File: config.mk
export PLATFORM = sky130hd
export DESIGN_NAME = led_pwm_ctrl
export DESIGN_NICKNAME = d
export VERILOG_FILES = /design/src/rtl/led_pwm_ctrl.sv
export SDC_FILE = /design/constraint.sdc
export NUM_CORES = 1
export LEC_CHECK = 0
export ABC_AREA = 1
export CELL_PAD_IN_SITES_DETAIL_PLACEMENT = 0
export CELL_PAD_IN_SITES_GLOBAL_PLACEMENT = 1
export CORE_UTILIZATION = 40
export DETAILED_ROUTE_END_ITERATION = 12
export DONT_BUFFER_PORTS = 1
export PLACE_DENSITY_LB_ADDON = 0.15
export SETUP_SLACK_MARGIN = 0.5
export SYNTH_ARGS = -nofsm -noshare
export SYNTH_HDL_FRONTEND = slang
export SYNTH_SLANG_ARGS = --single-unit
File: constraint.sdc
create_clock -name clk -period 4.2 [get_ports clk]
set_clock_uncertainty 0.15 [all_clocks]
set_input_delay 0.84 -clock clk [delete_from_list [all_inputs] [get_ports clk]]
set_output_delay 0.84 -clock clk [all_outputs]
set_load 0.01 [all_outputs]
File: src/rtl/led_pwm_ctrl.sv
// led_pwm_ctrl: multi-channel PWM LED driver with double-buffered duty.
// Define LED_PWM_BREATHE_EN to add per-channel breathing and the MODE register.
module led_pwm_ctrl #(
    parameter int CHANNELS   = 3,
    parameter int PWM_WIDTH  = 8,
    parameter int ADDR_WIDTH = 4
) (
    input  logic                  clk,
    input  logic                  reset,
    input  logic                  bus_write,
    input  logic [ADDR_WIDTH-1:0] bus_address,
    input  logic [31:0]           bus_wdata,
    output logic [31:0]           bus_rdata,
    output logic [CHANNELS-1:0]   pwm_out
);

    localparam logic [ADDR_WIDTH-1:0] ADDR_CTRL   = ADDR_WIDTH'(0);
    localparam logic [ADDR_WIDTH-1:0] ADDR_INVERT = ADDR_WIDTH'(2);

    function automatic logic [ADDR_WIDTH-1:0] duty_addr(input int n);
        return ADDR_WIDTH'(n + 3);
    endfunction

    logic                               enable, enable_nx;
    logic [15:0]                        prescale, prescale_nx;
    logic [CHANNELS-1:0]                invert, invert_nx;
    logic [CHANNELS-1:0][PWM_WIDTH-1:0] duty, duty_nx;
    logic [CHANNELS-1:0][PWM_WIDTH-1:0] shadow, level;
    logic [CHANNELS-1:0]                raw;
    logic [31:0]                        rdata_nx;
    logic [15:0]                        presc_cnt;
    logic [PWM_WIDTH-1:0]               pwm_cnt;
    logic                               tick, wrap;
    logic                               unused_wdata;

    assign unused_wdata = &{1'b0, bus_wdata};

    always_comb begin
        enable_nx   = enable;
        prescale_nx = prescale;
        invert_nx   = invert;
        duty_nx     = duty;
        if (bus_write) begin
            if (bus_address == ADDR_CTRL) begin
                enable_nx   = bus_wdata[0];
                prescale_nx = bus_wdata[31:16];
            end
            if (bus_address == ADDR_INVERT)
                invert_nx = bus_wdata[CHANNELS-1:0];
            for (int n = 0; n < CHANNELS; n++)
                if (bus_address == duty_addr(n))
                    duty_nx[n] = bus_wdata[PWM_WIDTH-1:0];
        end
    end

`ifdef LED_PWM_BREATHE_EN
    localparam logic [ADDR_WIDTH-1:0] ADDR_MODE = ADDR_WIDTH'(1);

    logic [CHANNELS-1:0]                mode, mode_nx;
    logic [CHANNELS-1:0][PWM_WIDTH-1:0] breathe_lvl, breathe_lvl_nx;
    logic [CHANNELS-1:0]                breathe_down, breathe_down_nx;

    always_comb begin
        mode_nx = mode;
        if (bus_write && bus_address == ADDR_MODE)
            mode_nx = bus_wdata[CHANNELS-1:0];
    end
`endif

    // Reads see this cycle's write so a same-cycle write/read returns new data.
    always_comb begin
        rdata_nx = '0;
        if (bus_address == ADDR_CTRL)
            rdata_nx = {prescale_nx, 15'd0, enable_nx};
        if (bus_address == ADDR_INVERT)
            rdata_nx[CHANNELS-1:0] = invert_nx;
`ifdef LED_PWM_BREATHE_EN
        if (bus_address == ADDR_MODE)
            rdata_nx[CHANNELS-1:0] = mode_nx;
`endif
        for (int n = 0; n < CHANNELS; n++)
            if (bus_address == duty_addr(n))
                rdata_nx[PWM_WIDTH-1:0] = duty_nx[n];
    end

    always_ff @(posedge clk or posedge reset) begin
        if (reset) begin
            enable    <= 1'b0;
            prescale  <= '0;
            invert    <= '0;
            duty      <= '0;
            bus_rdata <= '0;
        end else begin
            enable    <= enable_nx;
            prescale  <= prescale_nx;
            invert    <= invert_nx;
            duty      <= duty_nx;
            bus_rdata <= rdata_nx;
        end
    end

    assign tick = enable && (presc_cnt >= prescale);
    assign wrap = tick && (pwm_cnt == '1);

    always_ff @(posedge clk or posedge reset) begin
        if (reset) begin
            presc_cnt <= '0;
            pwm_cnt   <= '0;
            shadow    <= '0;
        end else begin
            if (!enable || tick)
                presc_cnt <= '0;
            else
                presc_cnt <= presc_cnt + 16'd1;
            if (!enable)
                pwm_cnt <= '0;
            else if (tick)
                pwm_cnt <= pwm_cnt + PWM_WIDTH'(1);
            if (wrap)
                shadow <= duty;
        end
    end

`ifdef LED_PWM_BREATHE_EN
    // Triangle walk between 0 and shadow; a lowered shadow pulls level down.
    always_comb begin
        breathe_lvl_nx  = breathe_lvl;
        breathe_down_nx = breathe_down;
        for (int n = 0; n < CHANNELS; n++) begin
            if (!breathe_down[n] && breathe_lvl[n] < shadow[n])
                breathe_lvl_nx[n] = breathe_lvl[n] + PWM_WIDTH'(1);
            else if (breathe_lvl[n] != '0)
                breathe_lvl_nx[n] = breathe_lvl[n] - PWM_WIDTH'(1);
            if (breathe_lvl_nx[n] == '0)
                breathe_down_nx[n] = 1'b0;
            else if (breathe_lvl_nx[n] >= shadow[n])
                breathe_down_nx[n] = 1'b1;
        end
    end

    always_ff @(posedge clk or posedge reset) begin
        if (reset) begin
            mode         <= '0;
            breathe_lvl  <= '0;
            breathe_down <= '0;
        end else begin
            mode <= mode_nx;
            for (int n = 0; n < CHANNELS; n++) begin
                if (!enable || !mode[n]) begin
                    breathe_lvl[n]  <= '0;
                    breathe_down[n] <= 1'b0;
                end else if (wrap) begin
                    breathe_lvl[n]  <= breathe_lvl_nx[n];
                    breathe_down[n] <= breathe_down_nx[n];
                end
            end
        end
    end

    always_comb begin
        level = shadow;
        for (int n = 0; n < CHANNELS; n++)
            if (mode[n])
                level[n] = breathe_lvl[n];
    end
`else
    assign level = shadow;
`endif

    always_comb begin
        raw = '0;
        for (int n = 0; n < CHANNELS; n++)
            raw[n] = pwm_cnt < level[n];
    end

    always_ff @(posedge clk or posedge reset) begin
        if (reset)
            pwm_out <= '0;
        else
            pwm_out <= enable ? (raw ^ invert) : invert;
    end

endmodule

==> results of run 1 <==
==> metal layers <==
metal / wire length (um) / global-route usage [%]
met5: 0 / 0
met4: 161 / 7.21
met3: 603 / 4.68
met2: 5810 / 27.4
met1: 7440 / 28.8
==> cells in the mapped netlist <==
| cell type | n | area share (%) |
|---|---|---|
| o21bai_1 | 2 | 0.24 |
| nor3_4 | 1 | 0.26 |
| ha_1 | 39 | 7.8 |
| buf_1 | 1 | 0.060 |
| o21ai_1 | 8 | 0.64 |
| nand2_2 | 2 | 0.20 |
| nand3_1 | 31 | 2.5 |
| nor2_1 | 34 | 2.0 |
| inv_2 | 3 | 0.18 |
| o21a_1 | 6 | 0.72 |
| a21o_1 | 2 | 0.24 |
| nand3_2 | 2 | 0.32 |
| xor2_1 | 7 | 0.98 |
| nand4_1 | 28 | 2.8 |
| o21ai_0 | 5 | 0.40 |
| nor4_4 | 1 | 0.34 |
| dfrtp_1 | 119 | 48 |
| nor4_1 | 1 | 0.10 |
| nor2_4 | 2 | 0.36 |
| inv_1 | 101 | 6.1 |
| buf_4 | 9 | 1.1 |
| nor3_2 | 1 | 0.16 |
| nor2_2 | 6 | 0.60 |
| nand2_1 | 222 | 13 |
| o211ai_1 | 3 | 0.36 |
| a211oi_1 | 7 | 0.84 |
| a21oi_1 | 38 | 3.0 |
| buf_6 | 7 | 1.3 |
| or2_2 | 2 | 0.20 |
| nor3_1 | 8 | 0.64 |
| conb_1 | 1 | 0.060 |
| clkbuf_1 | 1 | 0.060 |
| buf_2 | 14 | 1.1 |
| o21ai_2 | 4 | 0.56 |
| xnor2_1 | 3 | 0.42 |
| a211oi_2 | 9 | 1.8 |
| nand3b_1 | 3 | 0.36 |
==> area by class of cell <==
cell class / instances / area (sq um) / share of cell area, %
sequential: 119 / 2980 / 43.0
multi-input combinational: 485 / 2670 / 38.6
clock buffer: 21 / 470 / 6.80
inverter: 104 / 394 / 5.70
tap: 188 / 235 / 3.40
clock inverter: 9 / 125 / 1.81
timing repair buffer: 6 / 45.0 / 0.651
==> logic make-up after synthesis <==
logic type | after synthesis | synth area share (%)
adder cells (fa/ha/maj) | 39 | 7.82
flip-flops | 119 | 47.7
AO/OA/AOI/OAI | 84 | 8.87
XOR/XNOR | 10 | 1.40
AND/OR/NAND/NOR | 344 | 24.3
other | 1 | 0.0601
buffers and inverters | 136 | 9.85
==> placed cells by master, fill, tap and decap left out, types with 4 or more instances in the layout <==
cell       Yosys  routed
ha_1          39      39
dfrtp_1      119     119
nor2_2         6       6
xor2_1         7       7
inv_1        101     100
nor3_1         8       8
a211oi_1       7       7
nor2_1        34      34
a211oi_2       9       9
clkbuf_16      0      17
nand3_1       31      31
clkinv_2       0       4
o21ai_1        8       8
o21ai_0        5       5
a21oi_1       38      38
conb_1         1       8
nand2_1      222     222
o21ai_2        4       4
buf_4          9       6
o21a_1         6       6
nand4_1       28      28
==> state kept, by name (all words and copies together), names as in the netlist <==
register   flops
bus_rdata     24
duty          24
enable         1
invert         3
level         24
presc_cnt     16
prescale      16
pwm_cnt        8
pwm_out        3
==> power by group through the flow <==
| stage | logic, mW | registers [mW] | clock network [mW] |
|---|---|---|---|
| after global routing | 0.396 | 1.37 | 1.54 |
| final | 0.331 | 1.35 | 1.46 |
| after floorplan | 0.283 | 1.33 | 0 |
| after CTS | 0.337 | 1.35 | 1.50 |
| after global placement | 0.327 | 1.37 | 0 |
| after detailed placement | 0.334 | 1.37 | 0 |
==> worst reg2reg max path: cells and delay by family (launching register included) <==
kind	cells	cell delay, ns
AO/OA/AOI/OAI	2	0.56
flip-flops	1	0.46
AND/OR/NAND/NOR	5	0.89
adder cells (fa/ha/maj)	1	0.33
==> worst paths after layout <==
kind,to,slack (ns)
min in group asynchronous,invert[0]$_DFF_PP0_,0.39
max in group asynchronous,pwm_cnt[4]$_DFFE_PP0P_,2.88
setup reg to reg,pwm_cnt[5]$_DFFE_PP0P_,1.71
hold reg to reg,level[14]$_DFFE_PP0P_,0.32
setup / recovery,pwm_cnt[5]$_DFFE_PP0P_,1.71
hold / removal,level[14]$_DFFE_PP0P_,0.32
==> metrics, run 1 <==
Critical R2R Launch=presc_cnt[7]$_DFF_PP0_; HP Class=reg2reg; Distinct cells, synth=37; Worst-Skew Late Latency=0.42 ns; Final Non-Filler Cells=932; first-pass GRT wire length=24.0 mm; Req. time, crit path=4.36 ns; Top delay family on crit path=simple AND/OR/NAND/NOR gates; RSZ-0062 raised after global routing=false; Die ar.=0.0161 sq mm; Least-Margin Pin Slew=0.847 ns; minimum clock period=2.49 ns; CP arrival=2.65 ns; syn_area_per_cell=8.51 sq um; max-cap violations=0; Max Fclk=401 MHz; final hold slack=0.319 ns; PwrDens=454 mW/mm^2; CP bufs+invs=0; initial antenna violation count=0; routed wire length=14.0 mm; Cell Chain, Critical Path=ha_1 > a21oi_1 > nand2_1 > nor2_1 > nand2_1 > nand2_1 > nand3_1 > o21ai_0; Worst Setup Start Kind=flip-flop; number of diodes=0; fin area=0.00692 sq mm; Stages on worst setup path=8; vias in the first global route=4,566; setup bufs post-CTS=0; Die Ht=127 um; GRT Overall Usage=19.5%; first-iteration detailed-routing DRC count=215; DR DRC count=0; outcome=complete, no violations; clk slew on worst S/H paths=0.05 ns; worst setup margin=1.71 ns; Initial Util=41.0%; chip width=127 um; Max-Slew Margin vs Limit=43.5%; # port buffers=0; switching share of power=25.7%; dpl ws=1.38 ns; most used cell along the critical path=nand2_1; Slowest cell on crit path=nand3_1; vias per cell=4.90; YS warnings=0; post-CTS resize count=0; largest net degree at the start of global routing=66; gp weighted congestion=0.778; Via Count=4,569; Critical Path Start=presc_cnt[7]$_DFF_PP0_; layout cells sized above 1=9.27%; clock sinks=119; Core Box Area=0.0152 sq mm; final core occ=45.5%; Area Overhead vs Synth=10.9%; Static Leak=3.65 nW; Clock Power Share=46.4%; combinational group share of total power=10.5%; fin crit share=59.3%; post-synthesis cell count=733; fillers=1,541; placed inst area=0.00632 sq mm; Hold Fails Final Rpt=0; endpoint class of the critical path=flip-flop; dpl cells=902; final net count=811; WL per Instance=15.0 um; largest buffer count on any clock path=2; Post-DRT Antenna Nets=0; Setup violations, final=0; Sum Neg Setup Slack=0 ns; WHS Path Cells=2; HP Start=level[14]$_DFFE_PP0P_; Internal=2.33 mW; Root Buffer=clkbuf_16; pins over their slew limit=0; Crit path largest cell delay=0.58 ns; post-synthesis sequential area ratio=47.7%; first-pass iteration count of the detailed router=4; reg2reg path depth=8; aggregate global routing overflow=0; critical path type=reg2reg; maximum vdd ir drop=0.000281 V; number of I/O pins=74; Placement Rows=45; CP max FO=21; sequential power share=43.0%; Psw=0.809 mW; Num CTS Buffers=17; TritonCTS clock tree=yes; synthesized cell area=0.00624 sq mm; Detail Placement HPWL=10.1 mm; Final Power=3.14 mW; # H-tree levels=4; #FFs+latches synth=119; hold bufs inserted after CTS=0
(Power assumes the default switching activity.)
==> run 2, diff against run 1 <==
Clock period 4.2 ns to 2.34 ns, I/O delays scaled along.
==> run 2 against run 1 <==
Final area rose by 12%. Total power grew 89%. Non-clock buffer count increased by 31. Via count is 7.3% higher. Critical path type unchanged. Largest cell class is now multi-input combinational cells. Largest power group unchanged. Highest routed layer unchanged.
==> metrics, run 2 (synthesis gave the netlist of run 1 again) <==
reg2reg path depth=11; RSZ-0062 raised after global routing=true; fin crit share=87.1%; maximum vdd ir drop=0.000483 V; Final Non-Filler Cells=968; CP max FO=7; fin area=0.00777 sq mm; Crit path largest cell delay=0.41 ns; Slowest cell on crit path=dfrtp_1; worst setup margin=0.302 ns; Worst-Skew Late Latency=0.42 ns; dpl cells=909; # H-tree levels=4; DR DRC count=0; clock sinks=119; Die Ht=127 um; Die ar.=0.0161 sq mm; clk slew on worst S/H paths=0.06 ns; WHS Path Cells=2; Placement Rows=45; Worst Setup Start Kind=flip-flop; layout cells sized above 1=23.2%; Detail Placement HPWL=9.92 mm; most used cell along the critical path=nand2_1; final net count=845; largest net degree at the start of global routing=120; Root Buffer=clkbuf_16; chip width=127 um; Initial Util=41.0%; pins over their slew limit=0; Static Leak=3.85 nW; TritonCTS clock tree=yes; worst min-delay path endpoint=duty[0]$_DFF_PP0_; placed inst area=0.00640 sq mm; Core Box Area=0.0152 sq mm; Top delay family on crit path=simple AND/OR/NAND/NOR gates; GRT Overall Usage=20.6%; Final Power=5.93 mW; CP arrival=2.24 ns; Least-Margin Pin Slew=0.952 ns; first-pass GRT wire length=25.2 mm; Via Count=4,901; fillers=1,384; CP bufs+invs=1; Post-DRT Antenna Nets=0; max-cap violations=0; final hold slack=0.0327 ns; endpoint class of the critical path=flip-flop; routed wire length=15.6 mm; Area Overhead vs Synth=24.6%; PwrDens=764 mW/mm^2; Req. time, crit path=2.54 ns; Max-Slew Margin vs Limit=36.3%; first-iteration detailed-routing DRC count=196; vias in the first global route=4,938; HP Start=bus_wdata[0]; number of I/O pins=74; vias per cell=5.06; aggregate global routing overflow=0; initial antenna violation count=0; largest buffer count on any clock path=2; Hold Fails Final Rpt=0; number of diodes=0; commonest non-fill, non-tap cell in the layout=nand2_1; Num CTS Buffers=17; most frequent cells in the layout=nand2_1 (197), dfrtp_1 (116), inv_1 (91), a21oi_1 (36); minimum clock period=2.04 ns; HP Class=in2reg; Sum Neg Setup Slack=0 ns; final core occ=51.1%; reg2reg setup slack=0.30 ns; Setup violations, final=0; Cell Chain, Critical Path=ha_4 > a21oi_2 > nand2_1 > nor2_2 > nand2_2 > nand2_4 > nand2_8 > nor2_4 > buf_6 > nand2_1 > nand2_1; Critical R2R Launch=presc_cnt[7]$_DFF_PP0_; WL per Instance=16.1 um; gp weighted congestion=0.798; outcome=complete, no violations; Max Fclk=491 MHz; reg2reg end=pwm_cnt[1]$_DFFE_PP0P_; first-pass iteration count of the detailed router=4; # port buffers=0; dpl ws=0.178 ns; critical path type=reg2reg
## run 2: cell type report
type,instances,area [sq um],area share (%)
multi-input combinational,488,3200,41.2
sequential,119,2980,38.4
clock buffer,21,470,6.05
inverter,104,394,5.07
timing repair buffer,37,367,4.72
tap,188,235,3.03
clock inverter,11,124,1.59
## run 2: worst reg2reg max path: stages, from the launching register on
cell	delay, ns
dfrtp_1	0.41
ha_4	0.26
a21oi_2	0.17
nand2_1	0.08
nor2_2	0.11
nand2_2	0.10
nand2_4	0.13
nand2_8	0.12
nor2_4	0.23
buf_6	0.13
nand2_1	0.04
nand2_1	0.05
## run 2: layer usage
metal	GRT usage, %	share of wire [%]	wire length [um]
met4	7.91	1.5	238
met2	31.1	45	6950
met3	4.72	4.4	677
met1	28.7	49	7690
met5	0	0	0
## run 2: worst max path at each step
stage                                 start                endpoint  slack (ns)  cells after the start
floorplan                             reset  bus_rdata[0]$_DFF_PP0_        0.27                      1
global placement     presc_cnt[5]$_DFF_PP0_    level[5]$_DFFE_PP0P_        0.21                     12
detailed placement   presc_cnt[5]$_DFF_PP0_   level[18]$_DFFE_PP0P_        0.18                     12
CTS                  presc_cnt[9]$_DFF_PP0_  presc_cnt[3]$_DFF_PP0_        0.31                     11
global route        presc_cnt[15]$_DFF_PP0_   level[18]$_DFFE_PP0P_        0.19                      9
finish               presc_cnt[7]$_DFF_PP0_  pwm_cnt[1]$_DFFE_PP0P_        0.30                     11
## run 2: power breakdown
group	switching (mW)	internal, mW	leakage [nW]
Clock	0.967	1.65	0.273
Combinational	0.549	0.347	2.02
Sequential	0.162	2.26	1.55
## run 2: timing repair
item,in CTS,in global routing
pin swaps,22,15
resized for setup,56,67
gates cloned,4,0
hold buffers,2,0
setup buffers,13,8
endpoints found under the hold margin,35,0
endpoints found under the setup margin,48,49
==> run 3, diff against run 2 <==
Settings changed: CAP_MARGIN set to 10.
==> results of run 3 <==
Same layout as run 2: the final DEF is identical, and so are final timing and power.
